===== src/rtl/hci_cpuif_arbiter.sv =====
// Round-robin arbiter sharing the I3C CSR CPU interface between two requesters.
// One transaction outstanding at a time; a watchdog force-completes accesses the CSR block never acknowledges.
module hci_cpuif_arbiter #(
    parameter int ADDR_WIDTH     = 12,
    parameter int DATA_WIDTH     = 32,
    parameter int TIMEOUT_CYCLES = 255
) (
    input  logic                  clk_i,
    input  logic                  rst_i,
    output logic                  busy_o,
    output logic                  owner_o,
    output logic                  timeout_o,

    input  logic                  m0_cpuif_req,
    input  logic                  m0_cpuif_req_is_wr,
    input  logic [ADDR_WIDTH-1:0] m0_cpuif_addr,
    input  logic [DATA_WIDTH-1:0] m0_cpuif_wr_data,
    input  logic [DATA_WIDTH-1:0] m0_cpuif_wr_biten,
    output logic                  m0_cpuif_req_stall_wr,
    output logic                  m0_cpuif_req_stall_rd,
    output logic                  m0_cpuif_rd_ack,
    output logic                  m0_cpuif_rd_err,
    output logic [DATA_WIDTH-1:0] m0_cpuif_rd_data,
    output logic                  m0_cpuif_wr_ack,
    output logic                  m0_cpuif_wr_err,

    input  logic                  m1_cpuif_req,
    input  logic                  m1_cpuif_req_is_wr,
    input  logic [ADDR_WIDTH-1:0] m1_cpuif_addr,
    input  logic [DATA_WIDTH-1:0] m1_cpuif_wr_data,
    input  logic [DATA_WIDTH-1:0] m1_cpuif_wr_biten,
    output logic                  m1_cpuif_req_stall_wr,
    output logic                  m1_cpuif_req_stall_rd,
    output logic                  m1_cpuif_rd_ack,
    output logic                  m1_cpuif_rd_err,
    output logic [DATA_WIDTH-1:0] m1_cpuif_rd_data,
    output logic                  m1_cpuif_wr_ack,
    output logic                  m1_cpuif_wr_err,

    output logic                  s_cpuif_req,
    output logic                  s_cpuif_req_is_wr,
    output logic [ADDR_WIDTH-1:0] s_cpuif_addr,
    output logic [DATA_WIDTH-1:0] s_cpuif_wr_data,
    output logic [DATA_WIDTH-1:0] s_cpuif_wr_biten,
    input  logic                  s_cpuif_req_stall_wr,
    input  logic                  s_cpuif_req_stall_rd,
    input  logic                  s_cpuif_rd_ack,
    input  logic                  s_cpuif_rd_err,
    input  logic [DATA_WIDTH-1:0] s_cpuif_rd_data,
    input  logic                  s_cpuif_wr_ack,
    input  logic                  s_cpuif_wr_err
);

    typedef enum logic [1:0] {ST_IDLE, ST_WAIT, ST_BUSY} state_e;

    localparam logic       WD_ON    = (TIMEOUT_CYCLES != 0);
    localparam logic [7:0] WD_LIMIT = (TIMEOUT_CYCLES > 255) ? 8'hFF : 8'(TIMEOUT_CYCLES);

    state_e     state_q, state_d;
    logic       owner_q, owner_d;
    logic       rr_last_q, rr_last_d;
    logic       is_wr_q, is_wr_d;
    logic       timeout_q, timeout_d;
    logic [7:0] wd_cnt_q, wd_cnt_d;

    logic sel, sel_valid, sel_is_wr, accept, ack_any, wd_fire;
    logic cpl_valid, cpl_idx;
    logic cpl_rd_ack, cpl_rd_err, cpl_wr_ack, cpl_wr_err;
    logic [DATA_WIDTH-1:0] cpl_rd_data;

    // Grant selection: fresh round-robin in IDLE, locked to the stalled owner in WAIT.
    always_comb begin
        sel       = 1'b0;
        sel_valid = 1'b0;
        case (state_q)
            ST_IDLE: begin
                sel       = (m0_cpuif_req && m1_cpuif_req) ? !rr_last_q : m1_cpuif_req;
                sel_valid = m0_cpuif_req | m1_cpuif_req;
            end
            ST_WAIT: begin
                sel       = owner_q;
                sel_valid = owner_q ? m1_cpuif_req : m0_cpuif_req;
            end
            default: sel_valid = 1'b0;
        endcase
        if (rst_i) begin
            sel_valid = 1'b0;
        end
    end

    assign sel_is_wr         = sel ? m1_cpuif_req_is_wr : m0_cpuif_req_is_wr;
    assign s_cpuif_req       = sel_valid;
    assign s_cpuif_req_is_wr = sel_is_wr;
    assign s_cpuif_addr      = sel ? m1_cpuif_addr     : m0_cpuif_addr;
    assign s_cpuif_wr_data   = sel ? m1_cpuif_wr_data  : m0_cpuif_wr_data;
    assign s_cpuif_wr_biten  = sel ? m1_cpuif_wr_biten : m0_cpuif_wr_biten;

    assign accept  = sel_valid & ~(sel_is_wr ? s_cpuif_req_stall_wr : s_cpuif_req_stall_rd);
    assign ack_any = s_cpuif_rd_ack | s_cpuif_wr_ack;
    assign wd_fire = WD_ON && (state_q == ST_BUSY) && (wd_cnt_q == WD_LIMIT) && !ack_any;

    // Completions reach the winner in its accept cycle, or the owner while BUSY; anything else is dropped.
    assign cpl_valid   = accept | (state_q == ST_BUSY);
    assign cpl_idx     = (state_q == ST_BUSY) ? owner_q : sel;
    assign cpl_rd_ack  = s_cpuif_rd_ack | (wd_fire & ~is_wr_q);
    assign cpl_rd_err  = (s_cpuif_rd_ack & s_cpuif_rd_err) | (wd_fire & ~is_wr_q);
    assign cpl_wr_ack  = s_cpuif_wr_ack | (wd_fire & is_wr_q);
    assign cpl_wr_err  = (s_cpuif_wr_ack & s_cpuif_wr_err) | (wd_fire & is_wr_q);
    assign cpl_rd_data = s_cpuif_rd_ack ? s_cpuif_rd_data : '0;

    always_comb begin
        m0_cpuif_req_stall_wr = 1'b1;
        m0_cpuif_req_stall_rd = 1'b1;
        m1_cpuif_req_stall_wr = 1'b1;
        m1_cpuif_req_stall_rd = 1'b1;
        if (sel_valid && !sel) begin
            m0_cpuif_req_stall_wr = s_cpuif_req_stall_wr;
            m0_cpuif_req_stall_rd = s_cpuif_req_stall_rd;
        end
        if (sel_valid && sel) begin
            m1_cpuif_req_stall_wr = s_cpuif_req_stall_wr;
            m1_cpuif_req_stall_rd = s_cpuif_req_stall_rd;
        end
    end

    always_comb begin
        m0_cpuif_rd_ack  = 1'b0;
        m0_cpuif_rd_err  = 1'b0;
        m0_cpuif_rd_data = '0;
        m0_cpuif_wr_ack  = 1'b0;
        m0_cpuif_wr_err  = 1'b0;
        m1_cpuif_rd_ack  = 1'b0;
        m1_cpuif_rd_err  = 1'b0;
        m1_cpuif_rd_data = '0;
        m1_cpuif_wr_ack  = 1'b0;
        m1_cpuif_wr_err  = 1'b0;
        if (cpl_valid && !cpl_idx) begin
            m0_cpuif_rd_ack  = cpl_rd_ack;
            m0_cpuif_rd_err  = cpl_rd_err;
            m0_cpuif_rd_data = cpl_rd_data;
            m0_cpuif_wr_ack  = cpl_wr_ack;
            m0_cpuif_wr_err  = cpl_wr_err;
        end
        if (cpl_valid && cpl_idx) begin
            m1_cpuif_rd_ack  = cpl_rd_ack;
            m1_cpuif_rd_err  = cpl_rd_err;
            m1_cpuif_rd_data = cpl_rd_data;
            m1_cpuif_wr_ack  = cpl_wr_ack;
            m1_cpuif_wr_err  = cpl_wr_err;
        end
    end

    // wd_cnt starts at 1 in the first BUSY cycle so the forced ack lands TIMEOUT_CYCLES after accept.
    always_comb begin
        state_d   = state_q;
        owner_d   = owner_q;
        rr_last_d = rr_last_q;
        is_wr_d   = is_wr_q;
        wd_cnt_d  = wd_cnt_q;
        timeout_d = 1'b0;
        case (state_q)
            ST_IDLE, ST_WAIT: begin
                if (accept) begin
                    owner_d   = sel;
                    rr_last_d = sel;
                    is_wr_d   = sel_is_wr;
                    wd_cnt_d  = 8'd1;
                    state_d   = ack_any ? ST_IDLE : ST_BUSY;
                end else if (sel_valid) begin
                    owner_d = sel;
                    state_d = ST_WAIT;
                end else begin
                    state_d = ST_IDLE;
                end
            end
            ST_BUSY: begin
                if (ack_any) begin
                    state_d = ST_IDLE;
                end else if (wd_fire) begin
                    state_d   = ST_IDLE;
                    timeout_d = 1'b1;
                end else if (wd_cnt_q != 8'hFF) begin
                    wd_cnt_d = wd_cnt_q + 8'd1;
                end
            end
            default: state_d = ST_IDLE;
        endcase
    end

    always_ff @(posedge clk_i or posedge rst_i) begin
        if (rst_i) begin
            state_q   <= ST_IDLE;
            owner_q   <= 1'b0;
            rr_last_q <= 1'b1;
            is_wr_q   <= 1'b0;
            wd_cnt_q  <= 8'd0;
            timeout_q <= 1'b0;
        end else begin
            state_q   <= state_d;
            owner_q   <= owner_d;
            rr_last_q <= rr_last_d;
            is_wr_q   <= is_wr_d;
            wd_cnt_q  <= wd_cnt_d;
            timeout_q <= timeout_d;
        end
    end

    assign busy_o    = (state_q == ST_BUSY);
    assign owner_o   = owner_q;
    assign timeout_o = timeout_q;

endmodule


===== config.mk =====
export PLATFORM = sky130hd
export DESIGN_NAME = hci_cpuif_arbiter
export DESIGN_NICKNAME = d
export VERILOG_FILES = /design/src/rtl/hci_cpuif_arbiter.sv
export SDC_FILE = /design/constraint.sdc
export NUM_CORES = 1
export LEC_CHECK = 0
export BUFFER_PORTS_ARGS = -buffer_cell sky130_fd_sc_hd__buf_2
export CAP_MARGIN = 40
export CORE_AREA = 2 2 137 139
export CTS_CLUSTER_SIZE = 12
export DETAILED_ROUTE_END_ITERATION = 10
export DIE_AREA = 0 0 139 141
export GPL_ROUTABILITY_DRIVEN = 0
export HOLD_SLACK_MARGIN = 0.03
export RECOVER_POWER = 25
export SYNTH_ARGS = -nofsm -noshare
export SYNTH_HDL_FRONTEND = slang
export SYNTH_SLANG_ARGS = --single-unit

===== constraint.sdc =====
create_clock -name clk_i -period 5.8 [get_ports clk_i]
set_clock_uncertainty 0.15 [all_clocks]
set_input_delay 1.16 -clock clk_i [delete_from_list [all_inputs] [get_ports clk_i]]
set_output_delay 1.16 -clock clk_i [all_outputs]
set_load 0.005 [all_outputs]

Yosys cells after proc, flatten, opt, wreduce, memory -nomap -nowiden --
Index checks and enable logic that the tools add are counted. W data, S select, Z words.
Cells by class: add/sub/neg operators 1, $mul 0, div/mod/pow operators 0, $lt $le $gt $ge 0, eq/ne operators 9, shift-type cells 0, muxes and demuxes 42, bitwise logic cells 14, reductions and logical operators 18
Operators with widths (number):
- $mux W32 | 5
- $mux W8 | 4
- $mux W1 | 24
- $pmux W8 S2 | 1
- $mux W12 | 1
- $add A8 B1 Y8 const B | 1
- $eq A8 B8 Y1 const B | 1
- $mux W2 | 4
- $ne A8 B8 Y1 const B | 1
- $logic_and A1 B1 Y1 | 7
- $or A1 B1 Y1 | 7
- $ne A2 B2 Y1 const B | 3
- $and A1 B1 Y1 | 5
- $reduce_and A5 Y1 | 1
- $logic_not A1 Y1 | 4
- $pmux W1 S2 | 2
- $pmux W2 S2 | 1
- $reduce_and A2 Y1 | 2
- $reduce_bool A2 Y1 | 2
- $ne A3 B1 Y1 const B | 1
- $eq A2 B1 Y1 const B | 1
- $eq A2 B2 Y1 const B | 1
- $logic_not A2 Y1 | 1
- $ne A2 B1 Y1 const B | 1
- other kinds (2) | 3
Word-level totals: bits in registers 14, bits in latches 0, RAM bits 0, bits in read-only memories 0, input port bits 196, output and inout port bits 157, logic and storage cells 90, memories kept 0

Depth between registers and ports, before layout --
Gate-level depths: netlist of the first run.
depth after elaboration 10, depth in mapped cells 7, gate-level depth less buffers 6

Worst setup path after synthesis of the first run --
Ideal clock, no wire load.
path type input to output, start input port rst_i, end output port m0_cpuif_rd_data[0], arrival 2.555 ns, required time 4.490 ns, setup slack 1.935 ns, stages 6, cell sequence inv_1 > o2111ai_4 > o32a_1 > buf_2 > buf_6 > nor2_1
Between the ends: cells in the longest elaborated chain, start to end 5
Ends and longest elaborated chain:
- start, declared | line 9 | input logic rst_i,
- $mux W1 | line 86 | if (rst_i) begin
- $and A1 B1 Y1 | line 98 | assign accept = sel_valid & ~(sel_is_wr ? s_cpuif_req_stall_wr : s_cpuif_req_stall_rd);
- $or A1 B1 Y1 | line 103 | assign cpl_valid = accept | (state_q == ST_BUSY);
- $logic_and A1 B1 Y1 | line 137 | if (cpl_valid && !cpl_idx) begin
- $mux W32 | line 137
- end, declared | line 23 | output logic [DATA_WIDTH-1:0] m0_cpuif_rd_data,
No other way between the ends.

Worst setup path in the final report of the first run --
start input port s_cpuif_rd_ack, end output port m1_cpuif_rd_err
Between the ends: cells in the longest elaborated chain, start to end 6
Ends and longest elaborated chain:
- start, declared | line 47 | input logic s_cpuif_rd_ack,
- $or A1 B1 Y1 | line 99 | assign ack_any = s_cpuif_rd_ack | s_cpuif_wr_ack;
- $logic_not A1 Y1 | line 100 | assign wd_fire = WD_ON && (state_q == ST_BUSY) && (wd_cnt_q == WD_LIMIT) && !ack_any;
- $logic_and A1 B1 Y1 | line 100
- $and A1 B1 Y1 | line 106 | assign cpl_rd_err = (s_cpuif_rd_ack & s_cpuif_rd_err) | (wd_fire & ~is_wr_q);
- $or A1 B1 Y1 * | line 106
- $mux W1 * | line 144 | if (cpl_valid && cpl_idx) begin
- end, declared | line 35 | output logic m1_cpuif_rd_err,
Every way passes the cells marked *; elsewhere a longest branch is shown, timed or not.

==> metrics.txt, run 1 <==
# TYPE chip_impl_metric gauge
chip_impl_metric{name="final_period_minus_worst_setup_slack",unit="ns"} 4.786
chip_impl_metric{name="first_pass_iteration_count_of_the_detailed_router",unit=""} 4
chip_impl_info{name="synth_top_family_by_area",value="multiplexers"} 1
chip_impl_metric{name="detail-route-antenna-nets",unit=""} 0
chip_impl_metric{name="setup_tns",unit="ns"} 0
chip_impl_metric{name="io_pins",unit=""} 353
chip_impl_metric{name="avgSynthCellArea",unit="sq um"} 7.782
chip_impl_metric{name="maxSlewViolCount",unit=""} 40
chip_impl_info{name="hold_path.class",value="flop to flop"} 1
chip_impl_metric{name="power_leakage",unit="nW"} 2.360
chip_impl_metric{name="numCtsBuffers",unit=""} 3
chip_impl_metric{name="critPathRequiredTime",unit="ns"} 4.49
chip_impl_metric{name="arrival",unit="ns"} 3.48
chip_impl_metric{name="synth_area",unit="sq um"} 2335
chip_impl_metric{name="power_density",unit="nW/um^2"} 191.4
chip_impl_metric{name="wire_length_of_the_first_global_routing_pass",unit="um"} 18910
chip_impl_metric{name="place_hpwl",unit="um"} 12010
chip_impl_info{name="worst_r2r_startpoint",value="state_q[0]"} 1
chip_impl_info{name="crit_path_end_kind",value="output pin"} 1
chip_impl_metric{name="drive_above_1_share",unit=""} 0.6913
chip_impl_info{name="top_library_cells_by_usage_in_the_layout_fill_and_taps_aside",value="sky130_fd_sc_hd__buf_2 (343), sky130_fd_sc_hd__nor2_1 (78), sky130_fd_sc_hd__mux2_2 (76), sky130_fd_sc_hd__nand2_1 (45), sky130_fd_sc_hd__dfrtp_1 (13)"} 1
chip_impl_metric{name="start_util",unit=""} 0.1278
chip_impl_metric{name="syn_inst",unit=""} 300
chip_impl_info{name="cp-startpoint",value="s_cpuif_rd_ack"} 1
chip_impl_metric{name="drt-total-wl",unit="um"} 13680
chip_impl_metric{name="routed-via-count",unit=""} 3401
chip_impl_metric{name="max-slew-margin-rel",unit=""} -0.08320
chip_impl_metric{name="cts.hold.buffers_added",unit=""} 0
chip_impl_metric{name="cts.htree.levels",unit=""} 1
chip_impl_metric{name="power.total",unit="mW"} 0.8275
chip_impl_metric{name="cts_repair_resize_count",unit=""} 0
chip_impl_metric{name="yosysSeqAreaShare",unit=""} 0.1506
chip_impl_metric{name="cts_max_path_buffers",unit=""} 2
chip_impl_metric{name="post_synth_fa_ha_maj_area_fraction",unit=""} 0.005359
chip_impl_metric{name="number_of_sinks_handled_by_clock_tree_synthesis",unit=""} 14
chip_impl_metric{name="num-nets-final",unit=""} 833
chip_impl_metric{name="die_h",unit="um"} 141
chip_impl_metric{name="synth.lib_cells_used.distinct",unit=""} 42
chip_impl_info{name="setup.worst_path.start_class",value="input pin"} 1
chip_impl_metric{name="remaining_drc_errors",unit=""} 0
chip_impl_info{name="postSynth.topFlopCell",value="sky130_fd_sc_hd__dfrtp_1"} 1
chip_impl_metric{name="finalCoreUtilization",unit=""} 0.2366
chip_impl_metric{name="synth-warning-count",unit=""} 0
chip_impl_metric{name="die-area",unit="sq um"} 19600
chip_impl_metric{name="coreArea",unit="sq um"} 18270
chip_impl_info{name="status",value="complete, but fails checks"} 1
chip_impl_metric{name="io_buffer_count",unit=""} 352
chip_impl_info{name="cts_tree",value="done"} 1
chip_impl_metric{name="number_of_antenna_repair_diodes",unit=""} 0
chip_impl_metric{name="clock.fmax",unit="MHz"} 209.0
chip_impl_metric{name="synth.mux.area_fraction",unit=""} 0.3992
chip_impl_metric{name="clk_pin_slew_worst_paths",unit="ns"} 0.05
chip_impl_metric{name="syn_nets",unit=""} 497
chip_impl_metric{name="synthToLayoutAreaGrowth",unit="%"} 85.16
chip_impl_metric{name="hold_violations",unit=""} 0
chip_impl_metric{name="yosys.area_share.xor_xnor",unit=""} 0.01876
chip_impl_metric{name="synth_simple_gate_area_frac",unit=""} 0.2696
chip_impl_metric{name="worstSkewPairLatency",unit="ns"} 0.24
chip_impl_metric{name="die-width",unit="um"} 139
chip_impl_info{name="library_cell_used_as_clock_root_buffer",value="sky130_fd_sc_hd__clkbuf_16"} 1
chip_impl_metric{name="synth_compound_gate_area_share",unit=""} 0.07931
chip_impl_info{name="violated_checks",value="max-capacitance violations, max-slew violations"} 1
chip_impl_metric{name="async_set_or_reset_register_ratio_after_synthesis",unit=""} 1.000
chip_impl_info{name="grt_setup_unrepaired",value="false"} 1
chip_impl_metric{name="finalCritPeriodShare",unit=""} 0.8251
chip_impl_info{name="worst_hold_startpoint",value="wd_cnt_q[6]"} 1
chip_impl_metric{name="max_cap_viol_count",unit=""} 1
chip_impl_metric{name="avgViaCountPerCell",unit=""} 3.914
chip_impl_metric{name="setup-violations-final",unit=""} 0
chip_impl_metric{name="irDropWorstVdd",unit="mV"} 0.1178
chip_impl_metric{name="cts_setup_buffers",unit=""} 0
chip_impl_metric{name="grt-ovfl-total",unit=""} 0
chip_impl_metric{name="grt_antenna_before_repair",unit=""} 0
chip_impl_metric{name="synth_seq_cells",unit=""} 14
chip_impl_metric{name="placement_rows",unit=""} 50
chip_impl_metric{name="synth-edff-count",unit=""} 0
chip_impl_metric{name="grt_pass1_vias",unit=""} 3113
chip_impl_metric{name="drt-initial-drc-count",unit=""} 130
chip_impl_metric{name="groute.usage.overall",unit=""} 0.1246
chip_impl_metric{name="worstMarginPinSlew",unit="ns"} 1.625
chip_impl_info{name="layout.cells.most_common",value="sky130_fd_sc_hd__buf_2"} 1
chip_impl_metric{name="worst-path-max-fanout",unit=""} 39
chip_impl_metric{name="grt_start_max_net_pins",unit=""} 71
chip_impl_metric{name="route.detailed.wl_per_inst",unit="um"} 15.75
chip_impl_info{name="timing_worst_setup_path_type",value="input pin to output pin"} 1
-- per-layer routing --
layer | global-route usage | vias to the layer above | wire length (um)
met1 | 0.1376 | 1499 | 4923
met4 | 0.01329 | 0 | 99
met3 | 0.09579 | 4 | 2547
li1 | - | 1699 | -
met5 | 0 | - | 0
met2 | 0.1976 | 199 | 6113
-- synth_stat cells (2+ instances only) --
master                     instances  area share
sky130_fd_sc_hd__dfrtp_1          13        0.14
sky130_fd_sc_hd__nor2_2            6       0.016
sky130_fd_sc_hd__o22ai_1           2      0.0054
sky130_fd_sc_hd__nor2_1           79        0.13
sky130_fd_sc_hd__a31oi_1           3      0.0080
sky130_fd_sc_hd__mux2i_1           5       0.021
sky130_fd_sc_hd__buf_4             2      0.0064
sky130_fd_sc_hd__xor2_1            3       0.011
sky130_fd_sc_hd__a21oi_1           3      0.0064
sky130_fd_sc_hd__buf_6             6       0.029
sky130_fd_sc_hd__buf_2            11       0.024
sky130_fd_sc_hd__nor3_1            4      0.0086
sky130_fd_sc_hd__nand2_1          45       0.072
sky130_fd_sc_hd__xnor2_1           2      0.0075
sky130_fd_sc_hd__a21boi_1          2      0.0064
sky130_fd_sc_hd__a22oi_1           2      0.0064
sky130_fd_sc_hd__o21ai_0           3      0.0064
sky130_fd_sc_hd__nand4_1           2      0.0054
sky130_fd_sc_hd__clkbuf_1          5      0.0080
sky130_fd_sc_hd__inv_1             4      0.0064
sky130_fd_sc_hd__mux2_2           77        0.37
-- through the flow --
step / cell area, sq um / cells / setup slack [ns] / hold WS, ns
4_1_cts: 4364 / 869 / 1.429 / 0.3880
2_1_floorplan: 2335 / 300 / 1.935 / 0.3477
3_5_place_dp: 4275 / 865 / 1.431 / 0.3733
6_report: 4323 / 869 / 1.014 / 0.3845
3_3_place_gp: 4275 / 865 / 1.442 / 0.3698
5_1_grt: 4323 / 869 / 0.7261 / 0.4309
-- critical path: stages --
cell	delay (ns)
sky130_fd_sc_hd__clkbuf_1	0.62
sky130_fd_sc_hd__or4b_1	0.75
sky130_fd_sc_hd__nor3_1	0.39
sky130_fd_sc_hd__a22oi_1	0.22
sky130_fd_sc_hd__nor2_1	0.20
sky130_fd_sc_hd__buf_2	0.14
-- sequential cells by signal, summed over array words and instances (netlist names) --
name	cells
wd_cnt_q	8
owner_o	1
timeout_o	1
state_q	2
is_wr_q	1
rr_last_q	1
-- layout make-up --
type,count,area [sq um]
repair buffers,355,1785
multi-input cells,257,1784
flip-flops and latches,14,351.6
clock buffers,4,88.84
inverters,5,20.02
well taps,234,292.8
fillers,2054,13940
-- kinds of logic after synthesis --
| logic type | count (synthesis) |
|---|---|
| adders and majority gates | 1 |
| xor gates and xnor gates | 5 |
| buffers and inverters | 29 |
| DFF | 14 |
| muxes | 83 |
| and+or+nand+nor | 147 |
| AOI/OAI and AO/OA | 21 |
-- final timing paths --
| kind | slack [ns] | endpoint | cells past startpoint |
|---|---|---|---|
| worst min register to register | 0.38 | wd_cnt_q[6] | 2 |
| worst max-delay path | 1.01 | m1_cpuif_rd_err | 6 |
| max in group asynchronous | 4.29 | state_q[1] | 2 |
| worst min-delay path | 0.38 | wd_cnt_q[6] | 2 |
| min in group asynchronous | 0.82 | wd_cnt_q[6] | 2 |
| worst max register to register | 3.17 | rr_last_q | 5 |
-- power breakdown --
group | total (mW) | internal (mW) | switching [mW]
clock | 0.145 | 0.105 | 0.0402
sequential | 0.129 | 0.112 | 0.0169
combinational | 0.554 | 0.280 | 0.274
total | 0.828 | 0.497 | 0.331
No activity file was read; power rests on OpenSTA's default activity.
==> run 2, diff against run 1 <==
--- a/config.mk
+++ b/config.mk
@@ -7,10 +7,10 @@
 export LEC_CHECK = 0
 export BUFFER_PORTS_ARGS = -buffer_cell sky130_fd_sc_hd__buf_2
 export CAP_MARGIN = 40
-export CORE_AREA = 2 2 137 139
+export CORE_AREA = 2 2 136 138
 export CTS_CLUSTER_SIZE = 12
 export DETAILED_ROUTE_END_ITERATION = 10
-export DIE_AREA = 0 0 139 141
+export DIE_AREA = 0 0 138 140
 export GPL_ROUTABILITY_DRIVEN = 0
 export HOLD_SLACK_MARGIN = 0.03
 export RECOVER_POWER = 25
==> constraint.sdc (replaced) <==
create_clock -name clk_i -period 4.3 [get_ports clk_i]
set_clock_uncertainty 0.15 [all_clocks]
set_input_delay 0.86 -clock clk_i [delete_from_list [all_inputs] [get_ports clk_i]]
set_output_delay 0.86 -clock clk_i [all_outputs]
set_load 0.005 [all_outputs]
==> run 2 against run 1 <==
  * The flow now finishes without violations
  * Hold slack better by 0.0075 ns
  * Power grew 38%
  * Via count up 0.41%
==> metrics.txt, run 2 (same netlist as run 1, synthesis figures left out) <==
# TYPE chip_impl_metric gauge
chip_impl_metric{name="timing.critical_path.buf_inv",unit=""} 3
chip_impl_metric{name="place_hpwl",unit="um"} 13220
chip_impl_info{name="setup.worst_path.start_class",value="input pin"} 1
chip_impl_info{name="grt_setup_unrepaired",value="false"} 1
chip_impl_metric{name="r2r.worst_path.cells",unit=""} 5
chip_impl_metric{name="timing.critical_path.slowest_cell_delay",unit="ns"} 0.49
chip_impl_metric{name="crit_cells",unit=""} 8
chip_impl_metric{name="max_cap_viol_count",unit=""} 0
chip_impl_metric{name="coreArea",unit="sq um"} 17780
chip_impl_metric{name="io_buffer_count",unit=""} 352
chip_impl_info{name="largest_regs",value="wd_cnt_q x8, state_q x2"} 1
chip_impl_metric{name="drive_above_1_share",unit=""} 0.6934
chip_impl_metric{name="io_pins",unit=""} 353
chip_impl_metric{name="worstMarginPinSlew",unit="ns"} 0.8127
chip_impl_metric{name="numCtsBuffers",unit=""} 3
chip_impl_metric{name="irDropWorstVdd",unit="mV"} 0.1441
chip_impl_metric{name="clk_pin_slew_worst_paths",unit="ns"} 0.05
chip_impl_metric{name="grt_antenna_before_repair",unit=""} 1
chip_impl_metric{name="detail-route-antenna-nets",unit=""} 0
chip_impl_metric{name="num-nets-final",unit=""} 834
chip_impl_metric{name="worst-path-max-fanout",unit=""} 36
chip_impl_info{name="cell_by_cell_listing_of_the_critical_path",value="clkbuf_1 > nor2b_1 > a21boi_0 > o22ai_1 > a32oi_4 > buf_4 > nor2_1 > buf_2"} 1
chip_impl_metric{name="cts_max_path_buffers",unit=""} 2
chip_impl_info{name="top_library_cells_by_usage_in_the_layout_fill_and_taps_aside",value="sky130_fd_sc_hd__buf_2 (344), sky130_fd_sc_hd__nor2_1 (78), sky130_fd_sc_hd__mux2_2 (76), sky130_fd_sc_hd__nand2_1 (45), sky130_fd_sc_hd__dfrtp_1 (13)"} 1
chip_impl_metric{name="die-area",unit="sq um"} 19320
chip_impl_info{name="timing_worst_setup_path_type",value="input pin to output pin"} 1
chip_impl_metric{name="remaining_drc_errors",unit=""} 0
chip_impl_info{name="critPathSlowestCell",value="sky130_fd_sc_hd__a21boi_0"} 1
chip_impl_metric{name="final_period_minus_worst_setup_slack",unit="ns"} 3.837
chip_impl_metric{name="wire_length_of_the_first_global_routing_pass",unit="um"} 20360
chip_impl_metric{name="critPathRequiredTime",unit="ns"} 3.29
chip_impl_metric{name="synthToLayoutAreaGrowth",unit="%"} 85.58
chip_impl_info{name="register_ranked_first_by_flip_flop_count",value="wd_cnt_q"} 1
chip_impl_metric{name="max-slew-margin-rel",unit=""} 0.4582
chip_impl_metric{name="setup_tns",unit="ns"} 0
chip_impl_metric{name="finalCritPeriodShare",unit=""} 0.8923
chip_impl_metric{name="drt-initial-drc-count",unit=""} 103
chip_impl_metric{name="clock.fmax",unit="MHz"} 260.6
chip_impl_info{name="cp-startpoint",value="m1_cpuif_req"} 1
chip_impl_metric{name="groute.usage.overall",unit=""} 0.1396
chip_impl_metric{name="route.detailed.wl_per_inst",unit="um"} 17.04
chip_impl_metric{name="routed-via-count",unit=""} 3415
chip_impl_metric{name="number_of_sinks_handled_by_clock_tree_synthesis",unit=""} 14
chip_impl_metric{name="power_density",unit="nW/um^2"} 263.0
chip_impl_metric{name="hold_path_depth",unit=""} 2
chip_impl_info{name="worst_r2r_startpoint",value="owner_o"} 1
chip_impl_info{name="layout.cells.most_common",value="sky130_fd_sc_hd__buf_2"} 1
chip_impl_metric{name="arrival",unit="ns"} 2.83
chip_impl_info{name="hold_path.class",value="flop to flop"} 1
chip_impl_metric{name="grt_start_max_net_pins",unit=""} 80
chip_impl_metric{name="hold_violations",unit=""} 0
chip_impl_metric{name="avgViaCountPerCell",unit=""} 3.943
chip_impl_metric{name="cts_repair_resize_count",unit=""} 0
chip_impl_metric{name="grt-ovfl-total",unit=""} 0
chip_impl_info{name="worst_hold_startpoint",value="wd_cnt_q[6]"} 1
chip_impl_metric{name="die-width",unit="um"} 138
chip_impl_info{name="crit_family",value="compound AO/OA/AOI/OAI gates"} 1
chip_impl_metric{name="power_leakage",unit="nW"} 2.368
chip_impl_metric{name="worstSkewPairLatency",unit="ns"} 0.25
chip_impl_info{name="status",value="finished clean"} 1
chip_impl_metric{name="cts.htree.levels",unit=""} 1
chip_impl_metric{name="setup-violations-final",unit=""} 0
chip_impl_metric{name="grt_pass1_vias",unit=""} 3239
chip_impl_info{name="crit_path_end_kind",value="output pin"} 1
chip_impl_info{name="library_cell_used_as_clock_root_buffer",value="sky130_fd_sc_hd__clkbuf_16"} 1
chip_impl_metric{name="die_h",unit="um"} 140
chip_impl_metric{name="finalHoldWorstSlack",unit="ns"} 0.3921
chip_impl_info{name="cts_tree",value="done"} 1
chip_impl_metric{name="cts.hold.buffers_added",unit=""} 0
chip_impl_metric{name="layout.filler_cells",unit=""} 1975
chip_impl_metric{name="maxSlewViolCount",unit=""} 0
chip_impl_metric{name="placement_rows",unit=""} 49
chip_impl_metric{name="largest_reg_flops",unit=""} 8
chip_impl_metric{name="cts_setup_buffers",unit=""} 0
chip_impl_metric{name="drt-total-wl",unit="um"} 14750
chip_impl_metric{name="first_pass_iteration_count_of_the_detailed_router",unit=""} 6
chip_impl_metric{name="start_util",unit=""} 0.1313
-- run 2: changes by cell type in the layout (fill, tap and decap cells not counted) --
cell,delta
sky130_fd_sc_hd__buf_2,+1
sky130_fd_sc_hd__clkinvlp_2,-1
sky130_fd_sc_hd__diode_2,+1
sky130_fd_sc_hd__a211oi_1,-1
sky130_fd_sc_hd__inv_6,+1
sky130_fd_sc_hd__a211oi_2,+1
-- run 2: power breakdown --
group          internal, mW  switching, mW  total [mW]  leakage (nW)
combinational         0.379          0.389       0.768          2.14
sequential            0.151         0.0227       0.173         0.184
clock                 0.141         0.0572       0.198        0.0442
-- run 2: tightest hold or removal path: cells and delay by family, from the launching register on --
family           cells  cell delay (ns)
XOR/XNOR             1             0.07
flip-flops           1             0.35
AND/OR/NAND/NOR      1             0.08
-- run 2: area by class of cell --
type / count / area (sq um) / share of cell area
tap: 229 / 286.5 / 0.06613
antenna: 1 / 2.502 / 0.0005775
inverter: 5 / 23.77 / 0.005487
timing repair buffer: 356 / 1790 / 0.4132
multi-input combinational: 257 / 1789 / 0.4129
clock buffer: 4 / 88.84 / 0.02050
sequential: 14 / 351.6 / 0.08114
-- run 2: through the flow --
| stage | cells | power (mW) | instance area, sq um | setup slack (ns) | util |
|---|---|---|---|---|---|
| detailed placement | 861 | 0.9675 | 4277 | 0.6519 | 0.2405 |
| global route | 865 | 1.237 | 4330 | 0.2910 | 0.2436 |
| finish | 866 | 1.139 | 4333 | 0.4633 | 0.2437 |
| CTS | 865 | 1.173 | 4365 | 0.6500 | 0.2455 |
| global placement | 861 | 0.9625 | 4277 | 0.7193 | 0.2405 |
| floorplan | 300 | 0.5895 | 2335 | 1.035 | - |
-- run 2: per-layer routing --
metal  global-route usage  up-vias  share of wire
li1                     -     1696              -
met1               0.1438     1506           0.35
met2               0.2150      209           0.44
met3               0.1309        4           0.21
met4              0.01719        0         0.0025
met5                    0        -              0
-- run 2: path summary, 6_finish.rpt --
| check | slack (ns) | end |
|---|---|---|
| max in group asynchronous | 2.76 | timeout_o |
| min in group asynchronous | 0.73 | wd_cnt_q[6] |
| setup / recovery | 0.46 | m1_cpuif_rd_data[26] |
| hold / removal | 0.39 | wd_cnt_q[6] |
| setup reg to reg | 1.87 | rr_last_q |
| hold reg to reg | 0.39 | wd_cnt_q[6] |
